`config.mk`:
```
export PLATFORM = sky130hd
export DESIGN_NAME = i2s_rx_deser
export DESIGN_NICKNAME = d
export VERILOG_FILES = /design/src/rtl/i2s_rx_deser.sv
export SDC_FILE = /design/constraint.sdc
export NUM_CORES = 1
export LEC_CHECK = 0
export ABC_AREA = 1
export BUFFER_PORTS_ARGS = -buffer_cell sky130_fd_sc_hd__buf_2
export CORE_MARGIN = 2
export CORE_UTILIZATION = 40
export CTS_BUF_LIST = sky130_fd_sc_hd__clkbuf_16
export DETAILED_ROUTE_END_ITERATION = 8
export GPL_ROUTABILITY_DRIVEN = 0
export GPL_TIMING_DRIVEN = 0
export HOLD_SLACK_MARGIN = 0.05
export PLACE_DENSITY = 0.6
export SYNTH_ARGS = -nofsm -noshare
export SYNTH_HDL_FRONTEND = slang
export SYNTH_SLANG_ARGS = --single-unit
```
`constraint.sdc`:
```
create_clock -name sclk -period 2.45 [get_ports sclk]
set_input_delay 0.1225 -clock sclk [delete_from_list [all_inputs] [get_ports sclk]]
set_output_delay 0.1225 -clock sclk [all_outputs]
set_load 0.01 [all_outputs]
```
`src/rtl/i2s_rx_deser.sv`:
```
// I2S receive deserializer: aligns to ws edges, shifts in MSB-first words of 16/24/32 bits,
// and hands each completed word to the receive FIFO with overflow and framing flags.
module i2s_rx_deser #(
    parameter int MAXW = 32
) (
    input  logic            sclk,
    input  logic            rst_,
    input  logic            sd,
    input  logic            ws,
    input  logic            rx_en,
    input  logic            del_rx_en,
    input  logic            philips,
    input  logic [1:0]      word_len,
    input  logic            rx_full,
    input  logic            ovf_clr,
    output logic [MAXW-1:0] rx_data,
    output logic            rx_chan,
    output logic            rx_wr,
    output logic            ovf,
    output logic            frame_err
);

    typedef enum logic [1:0] {IDLE, ALIGN, SHIFT, HOLD} state_t;

    state_t          state, state_nx;
    logic            rst_meta, rst_sync;
    logic            ws_d;
    logic [5:0]      cnt, cnt_nx, cnt_inc, last_cnt;
    logic [MAXW-1:0] shreg, shreg_nx, word_asm;
    logic [1:0]      slot_len, slot_len_nx;
    logic            slot_chan, slot_chan_nx;
    logic [MAXW-1:0] rx_data_nx;
    logic            rx_chan_nx, rx_wr_nx;
    logic            ovf_set, ferr_set, slot_start, en, ws_edge;

    // Reset asserts immediately but releases only on a clock edge.
    always_ff @(posedge sclk or negedge rst_) begin
        if (!rst_) begin
            rst_meta <= 1'b0;
            rst_sync <= 1'b0;
        end else begin
            rst_meta <= 1'b1;
            rst_sync <= rst_meta;
        end
    end

    assign en       = philips ? del_rx_en : rx_en;
    assign ws_edge  = (ws != ws_d);
    assign cnt_inc  = (cnt == 6'h3f) ? cnt : cnt + 6'd1;
    assign word_asm = {shreg[MAXW-2:0], sd};

    always_comb begin
        case (slot_len)
            2'b00:   last_cnt = 6'd15;
            2'b01:   last_cnt = 6'd23;
            default: last_cnt = 6'd31;
        endcase
    end

    always_comb begin
        state_nx     = state;
        cnt_nx       = cnt;
        shreg_nx     = shreg;
        slot_len_nx  = slot_len;
        slot_chan_nx = slot_chan;
        rx_data_nx   = rx_data;
        rx_chan_nx   = rx_chan;
        rx_wr_nx     = 1'b0;
        ovf_set      = 1'b0;
        ferr_set     = 1'b0;
        slot_start   = 1'b0;

        case (state)
            IDLE: begin
                state_nx = ALIGN;
            end
            ALIGN, HOLD: begin
                slot_start = ws_edge;
            end
            SHIFT: begin
                shreg_nx = word_asm;
                cnt_nx   = cnt_inc;
                if (cnt == last_cnt) begin
                    state_nx = HOLD;
                    if (rx_full) begin
                        ovf_set = 1'b1;
                    end else begin
                        rx_wr_nx   = 1'b1;
                        rx_data_nx = word_asm;
                        rx_chan_nx = slot_chan;
                    end
                end else if (ws_edge) begin
                    ferr_set = 1'b1;
                end
                slot_start = ws_edge;
            end
            default: state_nx = IDLE;
        endcase

        // A slot edge restarts the word; in MSB-justified mode this posedge already carries the MSB.
        if (slot_start) begin
            state_nx     = SHIFT;
            slot_len_nx  = word_len;
            slot_chan_nx = ws;
            if (philips) begin
                cnt_nx   = 6'd0;
                shreg_nx = '0;
            end else begin
                cnt_nx   = 6'd1;
                shreg_nx = {{(MAXW-1){1'b0}}, sd};
            end
        end

        if (!en) begin
            state_nx   = IDLE;
            cnt_nx     = 6'd0;
            shreg_nx   = '0;
            rx_data_nx = rx_data;
            rx_chan_nx = rx_chan;
            rx_wr_nx   = 1'b0;
            ovf_set    = 1'b0;
            ferr_set   = 1'b0;
        end
    end

    always_ff @(posedge sclk or negedge rst_sync) begin
        if (!rst_sync) begin
            state     <= IDLE;
            ws_d      <= 1'b0;
            cnt       <= 6'd0;
            shreg     <= '0;
            slot_len  <= 2'b00;
            slot_chan <= 1'b0;
            rx_data   <= '0;
            rx_chan   <= 1'b0;
            rx_wr     <= 1'b0;
            ovf       <= 1'b0;
            frame_err <= 1'b0;
        end else begin
            state     <= state_nx;
            ws_d      <= ws;
            cnt       <= cnt_nx;
            shreg     <= shreg_nx;
            slot_len  <= slot_len_nx;
            slot_chan <= slot_chan_nx;
            rx_data   <= rx_data_nx;
            rx_chan   <= rx_chan_nx;
            rx_wr     <= rx_wr_nx;
            // Setting beats clearing when both land in one cycle.
            ovf       <= ovf_set  ? 1'b1 : (ovf_clr ? 1'b0 : ovf);
            frame_err <= ferr_set ? 1'b1 : (ovf_clr ? 1'b0 : frame_err);
        end
    end

endmodule

```
==> results of run 1 <==
[per-stage QoR]
step	instances	setup WS [ns]	cell area, µm²	hold slack [ns]	utilization (%)
finish	566	0.758	4190	0.0479	50.5
floorplan	394	0.0270	3460	-0.173	-
global placement	545	-0.929	3820	-0.0922	46.1
CTS	566	0.741	4190	0.0527	50.5
detailed placement	546	0.746	3860	-0.0907	46.5
global route	566	0.600	4190	0.0668	50.5
[cell usage after synthesis (all sizes together)]
cell    number
ha           1
a21oi        4
dfrtp       81
inv         18
nand2      199
nand3       11
conb         1
clkinv       1
o21ai        6
buf         15
nor2        17
clkbuf       3
nand4       36
or2          1
[state kept, by name (all words and copies together), names as in the netlist]
name	count
cnt	6
frame_err	1
ovf	1
rst_meta	1
rst_sync	1
rx_chan	1
rx_data	32
rx_wr	1
shreg	31
slot_chan	1
slot_len	2
state	2
ws_d	1
[what timing repair did]
item | in CTS | in global routing
buffers inserted | 0 | 0
hold endpoints to repair | 6 | 0
hold buffers | 5 | 0
[critical path, delay by kind of cell, from the launching register on]
family,cells,cell delay (ns)
flops,1,0.42
fa+ha+maj,1,0.23
buf+inv,1,0.19
simple gates,7,0.74
[logic make-up after synthesis]
kind of cell    Yosys count  share of synthesized area [%]
fa+ha+maj                 1                          0.361
compound gates           10                           1.44
flops                    81                           58.5
simple gates            264                           34.0
buf+inv                  37                           5.53
other cells               1                          0.108
[per-layer routing]
| metal | GRT usage, % | vias up | routed length, µm |
|---|---|---|---|
| met5 | 0 | - | 0 |
| met2 | 24.3 | 62 | 3120 |
| met3 | 3.96 | 12 | 327 |
| met1 | 21.3 | 1247 | 3370 |
| li1 | - | 1381 | - |
| met4 | 7.26 | 0 | 150 |
[how the worst min path moves through the flow]
| stage | depth (start not counted) | slack, ns | end |
|---|---|---|---|
| global route | 3 | 0.07 | ovf$_DFFE_PN0P_ |
| finish | 3 | 0.05 | ovf$_DFFE_PN0P_ |
| global placement | 1 | -0.09 | rst_meta$_DFF_PN0_ |
| CTS | 3 | 0.05 | ovf$_DFFE_PN0P_ |
| detailed placement | 1 | -0.09 | rst_meta$_DFF_PN0_ |
| floorplan | 0 | -0.17 | rst_meta$_DFF_PN0_ |
[area by class of cell]
class,instances,area [µm²],share of cell area [%]
plain buffers,18,120,2.87
clock buffers,9,225,5.37
clock inverters,6,60.1,1.43
inverters,19,71.3,1.70
multi-input cells,276,1240,29.7
flip-flops and latches,81,2030,48.4
well taps,105,131,3.13
repair buffers,52,308,7.34
[report_power, final]
part | internal, µW | total (µW) | switching, µW
clock | 777 | 1310 | 528
sequential | 1370 | 1400 | 32.9
combinational | 74.3 | 235 | 161
total | 2220 | 2950 | 721
==> metrics.yaml, run 1 <==
clocking:
  count_of_h_tree_levels_built_during_cts: 3
  clkSlewWorstSetupHoldPaths_ns: 0.06
  cts_num_sinks: 81
  cts-resized-gates: 0
  tritoncts: "built"
  clock_tree.buffer_depth: 2
  clk_root_buffer_cell: "sky130_fd_sc_hd__clkbuf_16"
  cts_made_buffers: 9
  worst_skew_pair.late_latency_ns: 0.34
setup_path:
  critical_path.slowest_cell: "sky130_fd_sc_hd__dfrtp_1"
  critical_path_arrival_ns: 1.92
  timing.reg2reg.setup_slack_ns: 0.76
  timing.critical_path.from: "cnt[0]$_DFFE_PN0P_"
  slowest_delay_ns: 0.42
  r2r-end: "rx_data[0]$_DFFE_PN0P_"
  worst_r2r_startpoint: "cnt[0]$_DFFE_PN0P_"
  critical_path_sink_type: "register"
  r2r_cells: 9
  path_max_fanout: 10
  critical_path_start_type: "register"
  worst-setup-path-type: "reg -> reg"
  crit_path_end: "rx_data[0]$_DFFE_PN0P_"
  critical_path_required_ns: 2.67
  crit_path_cell_trace: "ha_1 -> nand2_2 -> nor2_2 -> nand2_2 -> nor2_8 -> nand3_4 -> buf_6 -> nand2_1 -> nand2_1"
pwr:
  pwr_density_cell_nw_per_um2: 703
  power_uw: 2950
  worst_ir_drop_vdd_v: 0.000388
  static-leakage-power_uw: 0.00245
synthesis:
  netlist_area_um2: 3460
  number_of_instances_in_the_synthesized_netlist: 394
  post_synth_main_area_contributors: "sky130_fd_sc_hd__dfrtp_1 59%, sky130_fd_sc_hd__nand2_1 21%, sky130_fd_sc_hd__nand4_1 6.5%, sky130_fd_sc_hd__inv_1 1.5%, sky130_fd_sc_hd__nand3_1 1.4%"
  syn_area_per_cell_um2: 8.79
  synth_seq_area_share_pct: 58.5
  mappedNetlistNets: 406
  yosys_warnings: 0
  synth_top_cell_area_share_pct: 58.5
  synth_largest_area_cell: "sky130_fd_sc_hd__dfrtp_1"
  netlist-cell-type-count: 24
  ys_ff_latch: 81
global_routing:
  number_of_antenna_violations_at_the_first_check_in_global_routing: 0
  global_route.usage.total_pct: 15.8
  first_global_vias: 2684
  grt_pass1_wl_um: 12200
  grt_max_degree: 64
  grt_remaining_overflow: 0
die:
  ios: 47
  dieHeight_um: 97.1
  die_width_um: 97.1
  floorplan.core_area_um2: 8300
  fp.dieArea_um2: 9420
  initial_cell_density_of_the_core_pct: 41.7
  row_count: 33
finish:
  layout_commonest_cell: "sky130_fd_sc_hd__nand2_1"
  final_layout_size_suffix_gt1_share_pct: 20.4
  fin_nets: 469
  syn2layout_area_growth_pct: 21.0
  final_cell_mix: "195 x sky130_fd_sc_hd__nand2_1, 80 x sky130_fd_sc_hd__dfrtp_1, 52 x sky130_fd_sc_hd__buf_2, 36 x sky130_fd_sc_hd__nand4_1, 14 x sky130_fd_sc_hd__inv_1"
  layout.filler_cells: 810
  num_antenna_cells: 0
placed_design:
  io_buffer_count: 46
  detailed_place_hpwl_um: 4750
sta:
  min_period_ns: 1.69
  finalSetupTns_ns: 0
  slew_headroom_pct: 65.4
  worst_tran_pin_value_ns: 0.519
  rsz0062_at_grt: "no"
  clock.fmax_mhz: 591
  post-route-period-util_pct: 69.1
  clock_skew_ns: 0.00586
  timing.final.max_slew_violations: 0
  finalHoldViolations: 0
  setup_viol: 0
route:
  remaining_drc_errors: 0
  route.final.wire_length_um: 6970
  dr.pass1.iters: 4
  route.antenna.remaining_nets: 0
  detailedRoute.firstIterationViolations: 121
  vias_per_cell: 4.77
  num_vias: 2702
  routedWlPerCell_um: 12.3
run:
  maximum_capacitance_violations: 0
hold_path:
  hold_start: "rx_full"
  worstHoldPathType: "in -> reg"
status:
  status: "complete, no violations"
Power figures use the tool's default switching activity.
==> run 2: changes to the inputs <==
PLACE_DENSITY = 0.58   (was 0.6)
clock period = 1.7 ns   (was 2.45 ns; I/O delays follow)
==> run 2 against run 1 <==
Compared with the run above:
- die area unchanged
- maximum frequency up 7.5%
- non-clock buffer count up 8
- cell area up 1.7%
- first-iteration DRC count up 21%
- largest cell class unchanged
==> metrics.yaml, run 2 (same netlist as run 1, synthesis figures left out) <==
sta:
  rsz0062_at_grt: "no"
  timing.final.max_slew_violations: 0
  setup_viol: 0
  finalSetupTns_ns: 0
  min_period_ns: 1.57
  clock.fmax_mhz: 635
  post-route-period-util_pct: 92.6
  clock_skew_ns: 0.00943
  post-route-worst-setup-slack_ns: 0.126
  finalHoldViolations: 0
global_routing:
  grt_remaining_overflow: 0
  number_of_antenna_violations_at_the_first_check_in_global_routing: 0
  first_global_vias: 2583
  grt_max_degree: 52
  global_route.usage.total_pct: 15.7
  grt_pass1_wl_um: 12000
die:
  initial_cell_density_of_the_core_pct: 41.7
  die_width_um: 97.1
  dieHeight_um: 97.1
  floorplan.core_area_um2: 8300
  row_count: 33
  fp.dieArea_um2: 9420
  ios: 47
route:
  routedWlPerCell_um: 12.5
  num_vias: 2778
  route.antenna.remaining_nets: 0
  dr.pass1.iters: 4
  route.final.wire_length_um: 7200
  detailedRoute.firstIterationViolations: 146
  vias_per_cell: 4.83
  remaining_drc_errors: 0
setup_path:
  critical_path_start_type: "register"
  worst-setup-path-type: "reg -> reg"
  critical_path_required_ns: 1.92
  critical_path_sink_type: "register"
  path_max_fanout: 10
  critical_path_arrival_ns: 1.80
  r2r_cells: 9
pwr:
  switching_share_pct: 26.1
  share_clk_of_total_power_pct: 42.9
  internal_power_uw: 3100
  pwr_density_cell_nw_per_um2: 983
  worst_ir_drop_vdd_v: 0.000584
  share_comb_of_total_power_pct: 8.7
  power_uw: 4190
  sequentialPowerShare_pct: 48.4
  static-leakage-power_uw: 0.00248
  p_switching_uw: 1090
clocking:
  clock_tree.buffer_depth: 2
  clk_root_buffer_cell: "sky130_fd_sc_hd__clkbuf_16"
  tritoncts: "built"
  clkSlewWorstSetupHoldPaths_ns: 0.06
  cts_made_buffers: 9
  worst_skew_pair.late_latency_ns: 0.34
  count_of_h_tree_levels_built_during_cts: 3
  cts_num_sinks: 81
run:
  maximum_capacitance_violations: 0
placed_design:
  detailed_place_hpwl_um: 4720
  placed_cells: 546
  io_buffer_count: 46
  post_dp_cell_area_um2: 3860
  detailedPlace.worstSlack_ns: 0.00613
hold_path:
  worstHoldPathType: "in -> reg"
  worstHoldPathCells: 4
finish:
  num_antenna_cells: 0
  final-instance-count-excl-fill: 575
  final_layout_size_suffix_gt1_share_pct: 21.5
  final_cell_mix: "195 x sky130_fd_sc_hd__nand2_1, 80 x sky130_fd_sc_hd__dfrtp_1, 52 x sky130_fd_sc_hd__buf_2, 36 x sky130_fd_sc_hd__nand4_1, 14 x sky130_fd_sc_hd__inv_1"
  fin_nets: 477
  layout.filler_cells: 791
  post-route-cell-area_um2: 4260
  layout_top_registers: "rx_data: 32 flops, shreg: 31 flops, cnt: 6 flops"
  number_of_flip_flops_in_the_largest_register: 32
  combined_area_of_the_multi_input_logic_cells_um2: 1260
  syn2layout_area_growth_pct: 23.1
  area_of_all_sequential_standard_cells_um2: 2030
  layout_commonest_cell: "sky130_fd_sc_hd__nand2_1"
  largest-register: "rx_data"
status:
  status: "complete, no violations"
run 2: final timing paths:
path	start	end	slack [ns]
worst max-delay path	cnt[0]$_DFFE_PN0P_	rx_data[0]$_DFFE_PN0P_	0.13
worst min-delay path	philips	state[1]$_DFFE_PN0P_	0.16
worst max register to register	cnt[0]$_DFFE_PN0P_	rx_data[0]$_DFFE_PN0P_	0.13
min in group asynchronous	rst_sync$_DFF_PN0_	rx_chan$_DFFE_PN0P_	0.26
worst min register to register	rst_sync$_DFF_PN0_	rx_chan$_DFFE_PN0P_	0.26
max in group asynchronous	rst_sync$_DFF_PN0_	shreg[10]$_DFFE_PN0P_	0.86
run 2: what timing repair did:
item | in CTS | in global routing
pin swaps | 1 | 2
setup endpoints to repair | 4 | 35
hold buffers | 8 | 0
gates resized for setup | 0 | 2
buffers inserted | 0 | 5
hold endpoints to repair | 9 | 0
run 2: power groups by stage:
| stage | combinational (µW) | sequential (µW) | clock (µW) |
|---|---|---|---|
| 3_5_place_dp | 333 | 2070 | 0 |
| 3_3_place_gp | 296 | 2090 | 0 |
| 6_report | 363 | 2030 | 1800 |
| 4_1_cts | 348 | 2030 | 1850 |
| 2_1_floorplan | 227 | 2070 | 0 |
| 5_1_grt | 411 | 2040 | 1930 |
run 2: layout make-up:
cell class | instances | share of cell area [%]
plain buffers | 18 | 2.82
inverters | 19 | 1.67
multi-input cells | 276 | 29.5
clock buffers | 9 | 5.28
clock inverters | 7 | 1.26
repair buffers | 60 | 8.75
flip-flops and latches | 81 | 47.6
well taps | 105 | 3.08
run 2: through the flow:
step	hold slack [ns]	util [%]
after detailed placement	-0.128	46.5
after floorplan	-0.211	-
final	0.159	51.4
after CTS	0.152	50.8
after global placement	-0.130	46.1
after global routing	0.183	51.4
run 2: worst max-delay path, cell delays in order (launching register included):
cell	delay, ns
sky130_fd_sc_hd__dfrtp_1	0.43
sky130_fd_sc_hd__ha_4	0.17
sky130_fd_sc_hd__nand2_2	0.06
sky130_fd_sc_hd__nor2_2	0.10
sky130_fd_sc_hd__nand2_2	0.09
sky130_fd_sc_hd__nor2_8	0.19
sky130_fd_sc_hd__nand3_4	0.14
sky130_fd_sc_hd__buf_6	0.18
sky130_fd_sc_hd__nand2_1	0.05
sky130_fd_sc_hd__nand2_1	0.05
run 2: per-layer routing:
metal  vias to the layer above  global-route usage, %  part of all wire [%]  routed length, µm
li1                       1408                      -                     -                  -
met1                      1323                   20.7                    48               3480
met2                        43                   24.6                    47               3370
met3                         4                   5.11                   3.9                282
met4                         0                   5.20                  0.90                 65
met5                         -                      0                     0                  0
